==> config.mk <==
export PLATFORM = sky130hd
export DESIGN_NAME = nibble_descrambler_flat
export DESIGN_NICKNAME = d
export VERILOG_FILES = /design/src/rtl/nibble_descrambler_pkg.sv /design/src/rtl/nibble_descrambler_if.sv /design/src/rtl/nibble_descrambler_descramble_nibble.sv /design/src/rtl/nibble_descrambler.sv /design/src/flat_wrapper.sv
export SDC_FILE = /design/constraint.sdc
export NUM_CORES = 1
export LEC_CHECK = 0
export CORE_MARGIN = 2
export CORE_UTILIZATION = 40
export DETAILED_ROUTE_END_ITERATION = 7
export PLACE_DENSITY = 0.76
export REMOVE_ABC_BUFFERS = 1
export SYNTH_ARGS = -nofsm -noshare
export SYNTH_HDL_FRONTEND = slang
export SYNTH_SLANG_ARGS = --single-unit
==> constraint.sdc <==
create_clock -name clk -period 1.95 [get_ports clk]
set_input_delay 0.4875 -clock clk [delete_from_list [all_inputs] [get_ports clk]]
set_output_delay 0.4875 -clock clk [all_outputs]
set_load 0.05 [all_outputs]
==> src/rtl/nibble_descrambler_pkg.sv <==
// Shared types and constants for the x^7+x^4+1 self-synchronising nibble descrambler.
// History bit 0 holds the oldest scrambled bit, bit HIST_W-1 the most recent.
package nibble_descrambler_pkg;

  localparam int HIST_W = 7;
  localparam int NIB_W  = 4;
  localparam int TAP_A  = 4;
  localparam int TAP_B  = 7;

  typedef logic [NIB_W-1:0]  nibble_t;
  typedef logic [HIST_W-1:0] hist_t;

  typedef enum logic [1:0] {
    LOCK_UNLOCKED = 2'd0,
    LOCK_WARM     = 2'd1,
    LOCK_LOCKED   = 2'd2
  } lock_state_e;

  // Lock progression on each accepted nibble. Two nibbles give 8 line bits,
  // which is enough to fill the 7-bit history.
  function automatic lock_state_e lock_advance(lock_state_e cur);
    case (cur)
      LOCK_UNLOCKED: return LOCK_WARM;
      default:       return LOCK_LOCKED;
    endcase
  endfunction

endpackage

==> src/rtl/nibble_descrambler_if.sv <==
// Nibble stream bus: scrambled input (s_*) and descrambled output (m_*) handshakes.
// The descrambler is the slave; the traffic source/sink is the master.
interface nibble_descrambler_if;
  import nibble_descrambler_pkg::*;

  nibble_t s_data;
  logic    s_valid;
  logic    s_ready;
  nibble_t m_data;
  logic    m_valid;
  logic    m_ready;

  modport master (
    output s_data, s_valid, m_ready,
    input  s_ready, m_data, m_valid
  );

  modport slave (
    input  s_data, s_valid, m_ready,
    output s_ready, m_data, m_valid
  );

endinterface

==> src/rtl/nibble_descrambler_descramble_nibble.sv <==
// Combinational descrambler for one nibble: d_k = s_k ^ s_(k-4) ^ s_(k-7), bit0 first,
// with each bit seeing the bits of the same nibble that precede it on the line.
module descramble_nibble
  import nibble_descrambler_pkg::*;
(
  input  hist_t   hist_in,
  input  nibble_t nib_in,
  output nibble_t data_out,
  output hist_t   hist_out
);

  // Time-ordered line: history (oldest at bit 0) followed by the new nibble,
  // so each tap becomes a plain 4-bit slice and the chaining comes for free.
  logic [HIST_W+NIB_W-1:0] line;

  assign line     = {nib_in, hist_in};
  assign data_out = line[HIST_W +: NIB_W]
                  ^ line[HIST_W-TAP_A +: NIB_W]
                  ^ line[HIST_W-TAP_B +: NIB_W];
  assign hist_out = line[NIB_W +: HIST_W];

endmodule

==> src/rtl/nibble_descrambler.sv <==
// Nibble-wide self-synchronising descrambler with lock tracking, a one-entry
// output register with ready/valid handshakes, and an emitted-nibble counter.
module nibble_descrambler
  import nibble_descrambler_pkg::*;
#(
  parameter bit DROP_UNLOCKED = 1'b1,
  parameter int CNT_W         = 16
) (
  input  logic                 clk,
  input  logic                 rst_n,
  input  logic                 flush,
  nibble_descrambler_if.slave  bus,
  output logic                 locked,
  output logic [CNT_W-1:0]     nib_cnt
);

  lock_state_e      state_q, state_d;
  logic             locked_q, locked_d;
  hist_t            hist_q, hist_d;
  nibble_t          m_data_q, m_data_d;
  logic             m_valid_q, m_valid_d;
  logic [CNT_W-1:0] nib_cnt_q, nib_cnt_d;

  nibble_t desc_data;
  hist_t   desc_hist;
  logic    s_ready;
  logic    s_fire;
  logic    m_fire;
  logic    emit;

  descramble_nibble u_descramble (
    .hist_in  (hist_q),
    .nib_in   (bus.s_data),
    .data_out (desc_data),
    .hist_out (desc_hist)
  );

  // Flush blocks intake so a nibble presented alongside it is never half-absorbed.
  assign s_ready = !flush && (!m_valid_q || bus.m_ready);
  assign s_fire  = bus.s_valid && s_ready;
  assign m_fire  = m_valid_q && bus.m_ready;
  assign emit    = !DROP_UNLOCKED || (state_q != LOCK_UNLOCKED);

  always_comb begin
    // NOTE: every next-state variable gets a default here, so no path can infer a latch.
    state_d   = state_q;
    hist_d    = hist_q;
    m_data_d  = m_data_q;
    m_valid_d = m_valid_q;
    nib_cnt_d = nib_cnt_q + CNT_W'(m_fire);

    if (flush) begin
      state_d   = LOCK_UNLOCKED;
      hist_d    = '0;
      m_data_d  = '0;
      m_valid_d = 1'b0;
    end else begin
      if (m_fire) begin
        m_valid_d = 1'b0;
      end
      // A new nibble landing in the same cycle as a drain refills the register.
      if (s_fire) begin
        hist_d  = desc_hist;
        state_d = lock_advance(state_q);
        if (emit) begin
          m_valid_d = 1'b1;
          m_data_d  = desc_data;
        end
      end
    end

    locked_d = (state_d == LOCK_LOCKED);
  end

  // NOTE: state registers use non-blocking assignments only, so every flop samples
  // the pre-edge values regardless of statement order.
  always_ff @(posedge clk or negedge rst_n) begin
    if (!rst_n) begin
      state_q   <= LOCK_UNLOCKED;
      locked_q  <= 1'b0;
      hist_q    <= '0;
      m_data_q  <= '0;
      m_valid_q <= 1'b0;
      nib_cnt_q <= '0;
    end else begin
      state_q   <= state_d;
      locked_q  <= locked_d;
      hist_q    <= hist_d;
      m_data_q  <= m_data_d;
      m_valid_q <= m_valid_d;
      nib_cnt_q <= nib_cnt_d;
    end
  end

  assign bus.s_ready = s_ready;
  assign bus.m_data  = m_data_q;
  assign bus.m_valid = m_valid_q;
  assign locked      = locked_q;
  assign nib_cnt     = nib_cnt_q;

endmodule

==> src/flat_wrapper.sv <==
// flat-port wrapper written by rule: the top's interface ports become plain ports
module nibble_descrambler_flat import nibble_descrambler_pkg::*;
#(
  parameter bit DROP_UNLOCKED = 1'b1,
  parameter int CNT_W         = 16
)
  (clk, rst_n, flush, locked, nib_cnt, bus_s_data, bus_s_valid, bus_m_ready, bus_s_ready, bus_m_data, bus_m_valid);
  nibble_descrambler_if bus_i ();
  input  logic clk;
  input  logic rst_n;
  input  logic flush;
  output logic locked;
  output logic [CNT_W-1:0] nib_cnt;
  input wire logic [$bits(bus_i.s_data)-1:0] bus_s_data;
  input wire logic [$bits(bus_i.s_valid)-1:0] bus_s_valid;
  input wire logic [$bits(bus_i.m_ready)-1:0] bus_m_ready;
  output wire logic [$bits(bus_i.s_ready)-1:0] bus_s_ready;
  output wire logic [$bits(bus_i.m_data)-1:0] bus_m_data;
  output wire logic [$bits(bus_i.m_valid)-1:0] bus_m_valid;
  assign bus_i.s_data = bus_s_data;
  assign bus_i.s_valid = bus_s_valid;
  assign bus_i.m_ready = bus_m_ready;
  assign bus_s_ready = bus_i.s_ready;
  assign bus_m_data = bus_i.m_data;
  assign bus_m_valid = bus_i.m_valid;
  nibble_descrambler #(.DROP_UNLOCKED(DROP_UNLOCKED), .CNT_W(CNT_W)) u_core (.clk(clk), .rst_n(rst_n), .flush(flush), .bus(bus_i), .locked(locked), .nib_cnt(nib_cnt));
endmodule
; ---- Yosys cells after proc, flatten, opt, wreduce, memory -nomap -nowiden
; Cells that the tools add are included.
[totals]
input_bits = 9
word_cells = 33
output_inout_bits = 23
ff_bits = 31
[op_classes]
eq_ne = 1
n_mux = 12
n_bitwise = 2
reduce_logical = 11
n_addsub = 1
[ops]
columns = op, n
row1 = 16-bit by 1-bit adder with 16-bit output, 1
row2 = 7-bit 2-to-1 mux, 2
row3 = 4-bit 2-to-1 mux, 3
row4 = 4-bit bitwise XOR, 2
row5 = 2-bit 2-to-1 mux, 3
row6 = 2-bit nonzero test, 3
row7 = 1-bit 2-to-1 mux, 4
row8 = 1-bit logical AND, 3
row9 = 2-bit == test (second input constant), 1
row10 = 1-bit logical NOT, 2
row11 = 2-bit logical NOT, 1
row12 = 2-bit AND reduction, 1
row13 = 1-bit logical OR, 1

; ---- Longest topological paths before layout
; Gate-level depths: netlist (run 1).
[depth]
word_depth = 7
depth_mapped = 6
ltp_nobuf = 6

; ---- Modules after synthesis
; Synthesis (run 1) repeated with hierarchy kept, for this count alone.
[unflattened]
cells_unflattened = 133
area_unflattened_um2 = 1497.7
[modules_own_cells]
columns = module, area_each_um2, instances, cells_per_inst
row1 = nibble_descrambler, 1350.0, 1, 122
row2 = descramble_nibble, 147.6, 1, 11

; ---- Least setup slack after synthesis (run 1)
; Ideal clock, no wire load.
[synth_path]
path_kind = register to output
startpoint = register u_core.m_valid_q (netlist: u_core.bus.m_valid)
endpoint = output bus_s_ready
slack_ns = -0.078
required_ns = 1.462
stages_incl_launch_ff = 3
arrival_time_ns = 1.540
cell_sequence = dfrtp_1 -> nand2b_1 -> nor2b_1
[synth_via]
elab_chain_len = 3
[synth_lines]
columns = item, line_no
row1 = "start, declared", nibble_descrambler.sv:21  ; logic m_valid_q, m_valid_d;
row2 = "start signal, assigned", nibble_descrambler.sv:90  ; m_valid_q <= m_valid_d;
row3 = 1-bit logical NOT, nibble_descrambler.sv:39  ; assign s_ready = !flush && (!m_valid_q || bus.m_ready);
row4 = 1-bit logical OR, nibble_descrambler.sv:39
row5 = 1-bit logical AND, nibble_descrambler.sv:39
row6 = "end, declared", flat_wrapper.sv:17  ; output wire logic [$bits(bus_i.s_ready)-1:0] bus_s_ready;
; No other way between the ends.

; ---- Worst setup path after layout (run 1)
[layout_path]
startpoint = input bus_m_ready
endpoint = output bus_s_ready
[layout_via]
elab_chain_len = 2
[layout_lines]
columns = item, line_no
row1 = "start, declared", flat_wrapper.sv:16  ; input wire logic [$bits(bus_i.m_ready)-1:0] bus_m_ready;
row2 = 1-bit logical OR, nibble_descrambler.sv:39
row3 = 1-bit logical AND, nibble_descrambler.sv:39
; No other way between the ends.

==> out/metrics.cfg, run 1 <==
[cells_and_area]
area_delta_synth_final_pct = 29.93
drive_gt1_share_pct = 31.06
diodes = 0
layout.nets = 172
stdcell_count = 207

[die]
rows = 21
die_width_um = 63.87
die_area_mm2 = 0.004079
start_util_pct = 42.30
die_h_um = 63.87
fp.coreArea_mm2 = 0.003390
io_pins = 32

[clock_tree]
root_buffer = clkbuf_4
cts_buffers = 5
cts_sinks = 31
clk_pin_slew_ns = 0.10
cts_tree = yes
ctsResizeCount = 2
h-tree-depth = 2
postCtsSetupBuffers = 0
cts_hold_buf = 0
clock_latency_ns = 0.33
clockBufferDepth = 2

[timing]
max-slew-margin-rel_pct = 74.25
period_minus_slack_ns = 1.904
setup_viol = 0
final.period_utilization_pct = 97.66
hold_slack_ns = 0.4720
fin_ws_ns = 0.04558
fin_worst_skew_ns = 0.008990
rsz0062_at_grt = no
worst_pin_slew_ns = 0.3862
finalHoldViolations = 0
fmax_mhz = 525.1
slew_violations = 0
tns_ns = 0

[power_and_ir_drop]
vdd_drop_max_mv = 0.4128
p_per_area_mw_per_mm2 = 760.2
p_total_mw = 1.416
power.leakage_nw = 0.9254

[synth]
synth_area_mm2 = 0.001434
syn_inst = 116
synth-main-ff-cell = dfrtp_1
ys_warn_count = 0
yosysTopAreaCellShare_pct = 54.10
synth_area_leader_cell = dfrtp_1
synth_most_common_cell = dfrtp_1
ys_seq_area_share_pct = 54.10
syn_area_per_cell_um2 = 12.36
synth-async-reset-ratio_pct = 100.0
synth_seq_cells = 31
post_synth_num_cell_types = 27
synth_area_leaders = dfrtp_1 (54%), xnor2_1 (7.9%), mux2_2 (5.5%)
synth_common_cells = dfrtp_1 (31), xnor2_1 (13), xor2_1 (9)
synth_edf_count = 0

[critical_path]
cp_data_arrival_time_ns = 1.42
r2r_slack_ns = 0.44
crit_path_start_kind = input port
crit_start = bus_m_ready
reg2reg_depth = 6
rr_startpoint = u_core.bus.m_valid
reg2reg_to = u_core.nib_cnt[12]
worst_setup_path_end_kind = output port
crit_required_ns = 1.46
path_class = in -> out
worstPathMaxFanout = 2
endpoint = bus_s_ready

[placed_design]
placed_cells = 199
dp_hpwl_um = 2117
port_buffers = 31
place_congestion = 0.8805
preCtsSetupSlack_ns = -0.1577

[grt]
grt_pass1_wl_um = 5037
met2_usage_pct = 27.99
antenna_found_initial = 0
grtUsageMet1_pct = 16.57
grt.overflow.total = 0
busiest_layer = met2
grt_max_degree = 32
track_usage_pct = 16.11
use_met3_pct = 5.986
grt_pass1_vias = 1155

[route]
wl_per_cell_um = 13.63
first_pass_iters = 4
drt-vias-per-instance = 5.039
first_iter_violations = 61
drc = 0
wirelength_um = 2822
via_count = 1043
drtAntennaViolNets = 0

[run]
drv_cap = 0

[min_path]
hold_path_class = reg -> reg

[run_status]
outcome = finished clean

## kinds of logic after synthesis
group | Yosys count | share of synthesized area, %
simple gates | 40 | 18.76
flops | 31 | 54.10
xor+xnor | 22 | 13.44
compound gates | 9 | 4.537
mux | 7 | 5.498
buf+inv | 4 | 1.047
fa+ha+maj | 3 | 2.618
## registers in the layout (all words and copies together) (netlist names)
signal / count
u_core.nib_cnt: 16
u_core.hist_q: 7
u_core.bus.m_data: 4
u_core.state_q: 2
u_core.bus.m_valid: 1
u_core.locked: 1
## layer usage
metal | wire length [um] | vias up | share of wire [%]
met4 | 51 | 0 | 1.8
met1 | 1112 | 512 | 39
met3 | 178 | 6 | 6.3
met5 | 0 | - | 0
li1 | - | 495 | -
met2 | 1479 | 30 | 52
## layout by cell type (no fill, tap or decap)
master           instances
nor2_1                   4
nor2b_1                  7
buf_4                   29
clkdlybuf4s50_1          8
a21oi_1                  1
nand2_1                  4
inv_1                    3
nand3b_1                 1
nand3_1                  6
nand3b_2                 1
a31oi_1                  2
and4b_1                  1
o21ai_0                  1
nor2b_4                  1
and3_1                   1
nor4_2                   4
xor2_1                   9
nand4_4                  1
ha_1                     3
and2_1                   1
buf_12                   1
a22o_1                   4
mux2_2                   7
nand2b_1                 1
clkbuf_1                 2
nor3_1                   3
xnor2_1                 13
clkinv_2                 1
a21boi_0                 1
dfrtp_1                 31
or2_1                    1
clkbuf_4                 5
nand4_1                  3
## how the worst min path moves through the flow
stage                           endpoint  cells past startpoint               start  slack, ns
finish                u_core.nib_cnt[15]                      1  u_core.nib_cnt[15]       0.47
global route          u_core.nib_cnt[15]                      1  u_core.nib_cnt[15]       0.51
CTS                   u_core.nib_cnt[15]                      1  u_core.nib_cnt[15]       0.48
detailed placement    u_core.nib_cnt[15]                      1  u_core.nib_cnt[15]       0.46
global placement      u_core.nib_cnt[15]                      1  u_core.nib_cnt[15]       0.46
floorplan           u_core.bus.m_data[0]                      0               rst_n       0.19
## power by group
part	internal [mW]	switching (mW)	total (mW)
clock	0.140	0.219	0.359
combinational	0.119	0.199	0.318
sequential	0.689	0.0501	0.739
## critical path: stages
cell             delay, ns
clkdlybuf4s50_1       0.47
nand2b_1              0.14
nor2b_4               0.18
buf_12                0.14
## cell type report
type / instances / area, um2
clock inverters: 1 / 5.005
well taps: 46 / 57.56
multi-input cells: 81 / 650.6
inverters: 3 / 11.26
clock buffers: 7 / 45.04
flip-flops and latches: 31 / 775.7
fillers: 318 / 1526
repair buffers: 38 / 317.8
## stage by stage
stage	area [um2]	utilization [%]
3_5_place_dp	1805	53.27
3_3_place_gp	1805	53.27
6_report	1863	54.96
2_1_floorplan	1430	-
5_1_grt	1863	54.96
4_1_cts	1863	54.96
No activity file was read; power rests on OpenSTA's default activity.
==> run 2, diff against run 1 <==
--- a/config.mk
+++ b/config.mk
@@ -7,9 +7,9 @@
 export LEC_CHECK = 0
 export CORE_MARGIN = 2
 export CORE_UTILIZATION = 40
+export CTS_CLUSTER_DIAMETER = 150
 export DETAILED_ROUTE_END_ITERATION = 7
 export PLACE_DENSITY = 0.76
-export REMOVE_ABC_BUFFERS = 1
 export SYNTH_ARGS = -nofsm -noshare
 export SYNTH_HDL_FRONTEND = slang
 export SYNTH_SLANG_ARGS = --single-unit
==> run 2 against run 1 <==
Compared with the run above:
- setup slack improved by 0.028 ns
- sequential cell count unchanged
- non-clock buffer count unchanged
- core utilization rose by 1.5 points
- hold slack improved by 0.0061 ns
- critical path depth unchanged
- clock skew shrank 0.0057 ns
- final area up 2.7%
- first-iteration DRC count fell by 49%
- global-route usage shrank 0.35 points
- combinational power about the same
- register-to-register slack got worse by 0.13 ns
==> out/metrics.cfg, run 2 (synthesis gave the netlist of run 1 again) <==
[run_status]
outcome = finished clean

[power_and_ir_drop]
p_int_mw = 1.022  ; +7.8%
power.leakage_nw = 0.9547  ; +3.2%
clkPwrFrac_pct = 28.6  ; +3.2 points
power_frac_seq_pct = 49.9  ; -2.3 points
p_per_area_mw_per_mm2 = 778.0  ; +2.3%
switchingPower_mw = 0.4663  ; -0.39%
p_comb_share_pct = 21.5  ; -1.0 points
swShare_pct = 31.33  ; -1.7 points
vdd_drop_max_mv = 0.3629  ; -12%

[timing]
fmax_mhz = 532.9  ; +1.5%
worst_pin_slew_ns = 0.3888  ; +0.002531 ns
finalHoldViolations = 0  ; unchanged
max-slew-margin-rel_pct = 74.08  ; -0.17 points
setup_viol = 0  ; unchanged
final.period_utilization_pct = 96.24  ; -1.4 points
slew_violations = 0  ; unchanged
hold_slack_ns = 0.4781  ; +0.006140 ns
period_minus_slack_ns = 1.877  ; -0.02772 ns
fin_worst_skew_ns = 0.003322  ; -0.005668 ns
tns_ns = 0  ; unchanged

[route]
drt-vias-per-instance = 4.928  ; -2.2%
via_count = 1020  ; -2.2%
wl_per_cell_um = 13.55  ; -0.64%
drtAntennaViolNets = 0  ; unchanged
first_pass_iters = 4  ; unchanged
drc = 0  ; unchanged
wirelength_um = 2804  ; -0.64%
first_iter_violations = 31  ; -49%

[critical_path]
crit_path_start_kind = input port
worstPathMaxFanout = 2  ; unchanged
crit_required_ns = 1.46  ; about the same
r2r_slack_ns = 0.31  ; -0.13 ns
path_class = in -> out
worst_setup_path_end_kind = output port
cp_data_arrival_time_ns = 1.39  ; -0.03 ns

[cells_and_area]
diodes = 0  ; unchanged
final_cell_mix = dfrtp_1 (31), buf_4 (29), xnor2_1 (13)
stdcell_count = 207  ; unchanged
fin_area_mm2 = 0.001913  ; +2.7%
drive_gt1_share_pct = 33.54  ; +2.5 points
area_delta_synth_final_pct = 33.42
fillers = 309  ; -2.8%
final_common_cell = dfrtp_1
largest_register_ffs = 16  ; unchanged
layout.nets = 172  ; unchanged

[grt]
busiest_layer = met2
grt_max_degree = 32  ; unchanged
grt_pass1_vias = 1047  ; -9.4%
antenna_found_initial = 0  ; unchanged
grt.overflow.total = 0  ; unchanged
grtUsageMet1_pct = 18.95  ; +2.4 points
met2_usage_pct = 25.65  ; -2.3 points
grt_pass1_wl_um = 4836  ; -4.0%
track_usage_pct = 15.76  ; -0.35 points
use_met3_pct = 6.162  ; +0.18 points

[die]
rows = 21  ; unchanged
die_width_um = 63.87  ; unchanged
io_pins = 32  ; unchanged
start_util_pct = 42.30  ; unchanged
die_area_mm2 = 0.004079  ; unchanged
fp.coreArea_mm2 = 0.003390  ; unchanged
die_h_um = 63.87  ; unchanged

[clock_tree]
clock_latency_ns = 0.32  ; about the same
h-tree-depth = 2  ; unchanged
root_buffer = clkbuf_4
cts_tree = yes
cts_hold_buf = 0  ; unchanged
clockBufferDepth = 2  ; unchanged
cts_buffers = 5  ; unchanged
clk_pin_slew_ns = 0.09  ; about the same
cts_sinks = 31  ; unchanged

[synth]
syn-num-nets = 128

[placed_design]
port_buffers = 31  ; unchanged
place_congestion = 0.8686  ; -1.4%
dpl_cell_area_mm2 = 0.001808  ; +0.14%
dp_hpwl_um = 2037  ; -3.8%
placed_cells = 199  ; unchanged

[run]
drv_cap = 0  ; unchanged

[min_path]
hold_path_class = reg -> reg

run 2: area by class of cell:
class	instances	area, um2	area share (%)
multi-input cells	81	681.9	35.64
well taps	46	57.56	3.009
repair buffers	38	317.8	16.61
inverters	3	11.26	0.5886
flip-flops and latches	31	775.7	40.55
clock buffers	8	68.82	3.597
run 2: repair_timing:
item                                   CTS  global route
setup endpoints to repair                0             2
gates resized for setup                  0             6
endpoints found under the hold margin    0             0
buffers inserted                         0             0
run 2: layer usage:
| layer | part of all wire (%) | vias up |
|---|---|---|
| met5 | 0 | - |
| met4 | 1.0 | 0 |
| met3 | 5.7 | 4 |
| met2 | 51 | 33 |
| met1 | 42 | 493 |
| li1 | - | 490 |
run 2: power groups by stage:
stage / clock network (mW) / logic [mW] / registers (mW)
global route: 0.486 / 0.345 / 0.749
global placement: 0 / 0.314 / 0.749
detailed placement: 0 / 0.322 / 0.751
floorplan: 0 / 0.0800 / 0.863
CTS: 0.447 / 0.322 / 0.738
finish: 0.426 / 0.320 / 0.742
run 2: final timing paths:
path                               startpoint                 end  cells past startpoint
max                               bus_m_ready         bus_s_ready                      4
min                        u_core.nib_cnt[15]  u_core.nib_cnt[15]                      1
max reg2reg                u_core.bus.m_valid  u_core.nib_cnt[14]                      6
min reg2reg                u_core.nib_cnt[15]  u_core.nib_cnt[15]                      1
max in group asynchronous               rst_n  u_core.nib_cnt[12]                      2
min in group asynchronous               rst_n   u_core.nib_cnt[3]                      2
run 2: worst max-delay path, cell delays in order:
cell and delay (ns):
clkdlybuf4s50_1 0.47, nand2b_4 0.13, nor2b_4 0.16, buf_12 0.14
run 2: metrics by stage:
stage                     power, mW  setup WS [ns]  utilization [%]
after global placement        1.064        -0.1142            53.34
after detailed placement      1.072        -0.2100            53.34
final                         1.488        0.07330            56.44
after global routing          1.580       -0.01035            56.44
after CTS                     1.507       0.007644            55.37
after floorplan              0.9428         0.1660                -
==> variant 1 (flow settings as in run 2) <==
`CNT_W` is set to 16 in 2 places; all go to 14.
--- a/src/rtl/nibble_descrambler.sv
+++ b/src/rtl/nibble_descrambler.sv
@@ -4,7 +4,7 @@
   import nibble_descrambler_pkg::*;
 #(
   parameter bit DROP_UNLOCKED = 1'b1,
-  parameter int CNT_W         = 16
+  parameter int CNT_W         = 14
 ) (
   input  logic                 clk,
   input  logic                 rst_n,
--- a/src/flat_wrapper.sv
+++ b/src/flat_wrapper.sv
@@ -2,7 +2,7 @@
 module nibble_descrambler_flat import nibble_descrambler_pkg::*;
 #(
   parameter bit DROP_UNLOCKED = 1'b1,
-  parameter int CNT_W         = 16
+  parameter int CNT_W         = 14
 )
   (clk, rst_n, flush, locked, nib_cnt, bus_s_data, bus_s_valid, bus_m_ready, bus_s_ready, bus_m_data, bus_m_valid);
   nibble_descrambler_if bus_i ();
Interface: changed (resized nib_cnt); port bits go from 32 to 30. No check against the original RTL was run, so the function may have changed too.
==> variant 1 against run 2 <==
  * Final area fell by 7.3%
  * Sequential power fell by 6.1%
  * Fmax barely moved
  * Non-clock buffer count did not move
  * Largest cell class unchanged
  * Largest power group unchanged
  * Total power fell by 6.8%
  * Utilization fell by 2.5 points
  * Via count fell by 6.3%
  * Critical endpoint unchanged
  * Routed wire length fell by 10%
  * Die area fell by 6.2%
  * First-iteration DRC count rose by 19%
  * Sequential cell count fell by 2
  * Area after synthesis fell by 6.6%
  * Setup slack got worse by 0.0015 ns
==> variant 1: results (changes against run 2) <==
| Metric | Value |
|---|---|
| P_seq | `0.697 mW (was 0.742 mW)` |
| Largest net degree at the start of global routing | `30 (was 32)` |
| Final nets | `160 (was 172)` |
| Initial DRC Count | `37 (was 31)` |
| Slew margin rel. | `0.7570 (was 0.7408)` |
| Cells after DPL | `188 (was 199)` |
| Share of layout cells above drive strength 1 | `0.3423 (was 0.3354)` |
| Routed met3 length | `185 um (was 160 um)` |
| Power per cell area | `782.0 mW/mm^2 (was 778.0 mW/mm^2)` |
| Leakage | `0.8851 nW (was 0.9547 nW)` |
| Clock Skew | `0.005395 ns (was 0.003322 ns)` |
| Post-route non-filler standard cell count | `195 (was 207)` |
| Syn nets | `116 (was 128)` |
| Overall power | `1.386 mW (was 1.488 mW)` |
| Leading cell types by count after synthesis | `dfrtp_1, xnor2_1, nor2b_1 (was dfrtp_1, xnor2_1, xor2_1)` |
| Met2 WL | `1268 um (was 1430 um)` |
| Fill cells | `302 (was 309)` |
| # port buffers | `29 (was 31)` |
| Dpl ws | `-0.08816 ns (was -0.2100 ns)` |
| Library cells used by synthesis | `30 (was 27)` |
| Placer Congestion | `0.8722 (was 0.8686)` |
| Status | `completed (unchanged)` |
| Reg clk slew, reported paths | `0.08 ns` |
| M1 wire length | `1032 um (was 1183 um)` |
| First-pass GRT wire length | `4457 um (was 4836 um)` |
| Seq/Total Area, Yosys | `0.5421 (was 0.5410)` |
| Combinational share of power | `0.234 (was 0.215)` |
| Critical path's top delay family | `buffers and inverters (unchanged)` |
| Syn Area/Cell | `12.75 um^2 (was 12.36 um^2)` |
| DP HPWL | `1903 um (was 2037 um)` |
## variant 1: what timing repair did
item / 4_1_cts / 5_1_grt
setup endpoints to repair: 0 / 1
hold buffers: 0 / 0
gates resized for setup: 0 / 1
endpoints found under the hold margin: 0 / 0
## variant 1: worst register-to-register path: cells and delay by family, from the launching register on
family	cells	cell delay [ns]
AND/OR/NAND/NOR	3	0.51
flip-flops	1	0.42
adder cells (fa/ha/maj)	2	0.39
XOR/XNOR	1	0.14
## variant 1: cell type report
cell class | instances | share of cell area
sequential | 29 | 0.4093
multi-input combinational | 74 | 0.3458
tap | 46 | 0.03246
inverter | 1 | 0.002117
timing repair buffer | 38 | 0.1793
clock buffer | 7 | 0.03105
## variant 1: path summary, 6_finish.rpt
kind	start	endpoint	slack, ns	cells after the start
setup / recovery	bus_m_ready	bus_s_ready	0.07	4
hold / removal	u_core.nib_cnt[13]	u_core.nib_cnt[13]	0.50	1
setup reg to reg	u_core.bus.m_valid	u_core.nib_cnt[8]	0.42	6
hold reg to reg	u_core.nib_cnt[13]	u_core.nib_cnt[13]	0.50	1
max in group asynchronous	rst_n	u_core.nib_cnt[12]	1.13	2
min in group asynchronous	rst_n	u_core.nib_cnt[4]	0.54	2
## variant 1: cell families after synthesis
logic type / share of synthesized area
multiplexers: 0.05888
adder cells (fa/ha/maj): 0.01869
flip-flops: 0.5421
buffers and inverters: 0.005602
AO/OA/AOI/OAI: 0.05981
AND/OR/NAND/NOR: 0.1841
XOR/XNOR: 0.1308
## variant 1: layer usage
layer	vias to the layer above	track usage
li1	452	-
met1	468	0.1767
met2	31	0.2827
met3	5	0.06625
met4	0	0.06079
met5	-	0
==> variant 2 (flow settings as in run 2) <==
Without the edit above. Put one more register stage on the output `nib_cnt`, without a reset. The value now appears one clock later. The other outputs are not delayed to match.
--- a/src/rtl/nibble_descrambler.sv
+++ b/src/rtl/nibble_descrambler.sv
@@ -96,7 +96,9 @@
   assign bus.m_data  = m_data_q;
   assign bus.m_valid = m_valid_q;
   assign locked      = locked_q;
-  assign nib_cnt     = nib_cnt_q;
+  always_ff @(posedge clk) begin
+    nib_cnt <= nib_cnt_q;
+  end
 
 endmodule
 
Function: changed (Yosys sat finds a counterexample within 4 cycles, from zero or initial values and one cycle with rst_n low).
==> variant 2 against run 2 <==
  * Fmax decreased by 1.4%
  * Sequential cell count up 16
  * Worst hold slack got worse by 0.083 ns
  * Final area increased by 20%
  * Via count up 8.6%
  * Routed wire length is 9.1% higher
  * Critical path depth is 3 lower
  * Total power grew 34%
  * Synthesized cell count increased by 14%
  * Critical endpoint is now nib_cnt[1]
  * Sequential share of layout area rose by 7.2 points
  * Setup slack worse by 0.026 ns
  * Area after synthesis up 22%
==> variant 2: results (changes against run 2) <==
| Metric | Value |
|---|---|
| Share of layout cells above drive strength 1 | `0.2429 (was 0.3354)` |
| Post-Syn Instances | `132 (was 116)` |
| Worst reg2reg endpoint | `u_core.nib_cnt_q[12] (was u_core.nib_cnt[14])` |
| Placer Congestion | `0.7923 (was 0.8686)` |
| CP endpoint | `nib_cnt[1] (was bus_s_ready)` |
| Seq/Total Area, Yosys | `0.6248 (was 0.5410)` |
| M2 GR Usage | `0.2233 (was 0.2565)` |
| CP startpoint | `u_core.nib_cnt[1] (was bus_m_ready)` |
| Critical path data arrival time | `1.42 ns (was 1.39 ns)` |
| Top post-synthesis cells by area | `dfrtp_1, dfxtp_1, xnor2_1 (was dfrtp_1, xnor2_1, mux2_2)` |
| Met2 WL | `1505 um (was 1430 um)` |
| Worst R2R Setup Slack | `0.33 ns (was 0.31 ns)` |
| Cells after DPL | `221 (was 199)` |
| Worst hold path depth | `0 (was 1)` |
| Post-route non-filler standard cell count | `229 (was 207)` |
| Async SR Flop Fraction | `0.6596 (was 1.000)` |
| Routed wire per std cell | `13.36 um (was 13.55 um)` |
| GR Util All Layers | `0.1358 (was 0.1576)` |
| CP max FO | `1 (was 2)` |
| M1 wire length | `1357 um (was 1183 um)` |
| Status | `completed (unchanged)` |
| Syn nets | `144 (was 128)` |
| Period utilisation layout | `0.9759 (was 0.9624)` |
| Area after DPL | `0.002163 mm^2 (was 0.001808 mm^2)` |
| Slew margin rel. | `0.6653 (was 0.7408)` |
| Vias in the first global route | `1,144 (was 1,047)` |
-- variant 2: cell type report --
cell class / count / area (um^2)
fillers: 363 / 1999
flip-flops and latches: 47 / 1096
multi-input cells: 81 / 691.9
repair buffers: 38 / 345.3
clock buffers: 6 / 72.57
well taps: 52 / 65.06
clock inverters: 2 / 12.51
inverters: 3 / 11.26
-- variant 2: kinds of logic after synthesis --
group	share of synthesized area
AND/OR/NAND/NOR	0.1534
multiplexers	0.04494
flip-flops	0.6248
AO/OA/AOI/OAI	0.03708
XOR/XNOR	0.1098
buffers and inverters	0.008557
adder cells (fa/ha/maj)	0.02140
-- variant 2: power breakdown --
part / switching, mW / leakage, nW / internal, mW
clock: 0.310 / 0.0412 / 0.250
combinational: 0.201 / 0.469 / 0.129
sequential: 0.0647 / 0.542 / 1.04
total: 0.575 / 1.05 / 1.42
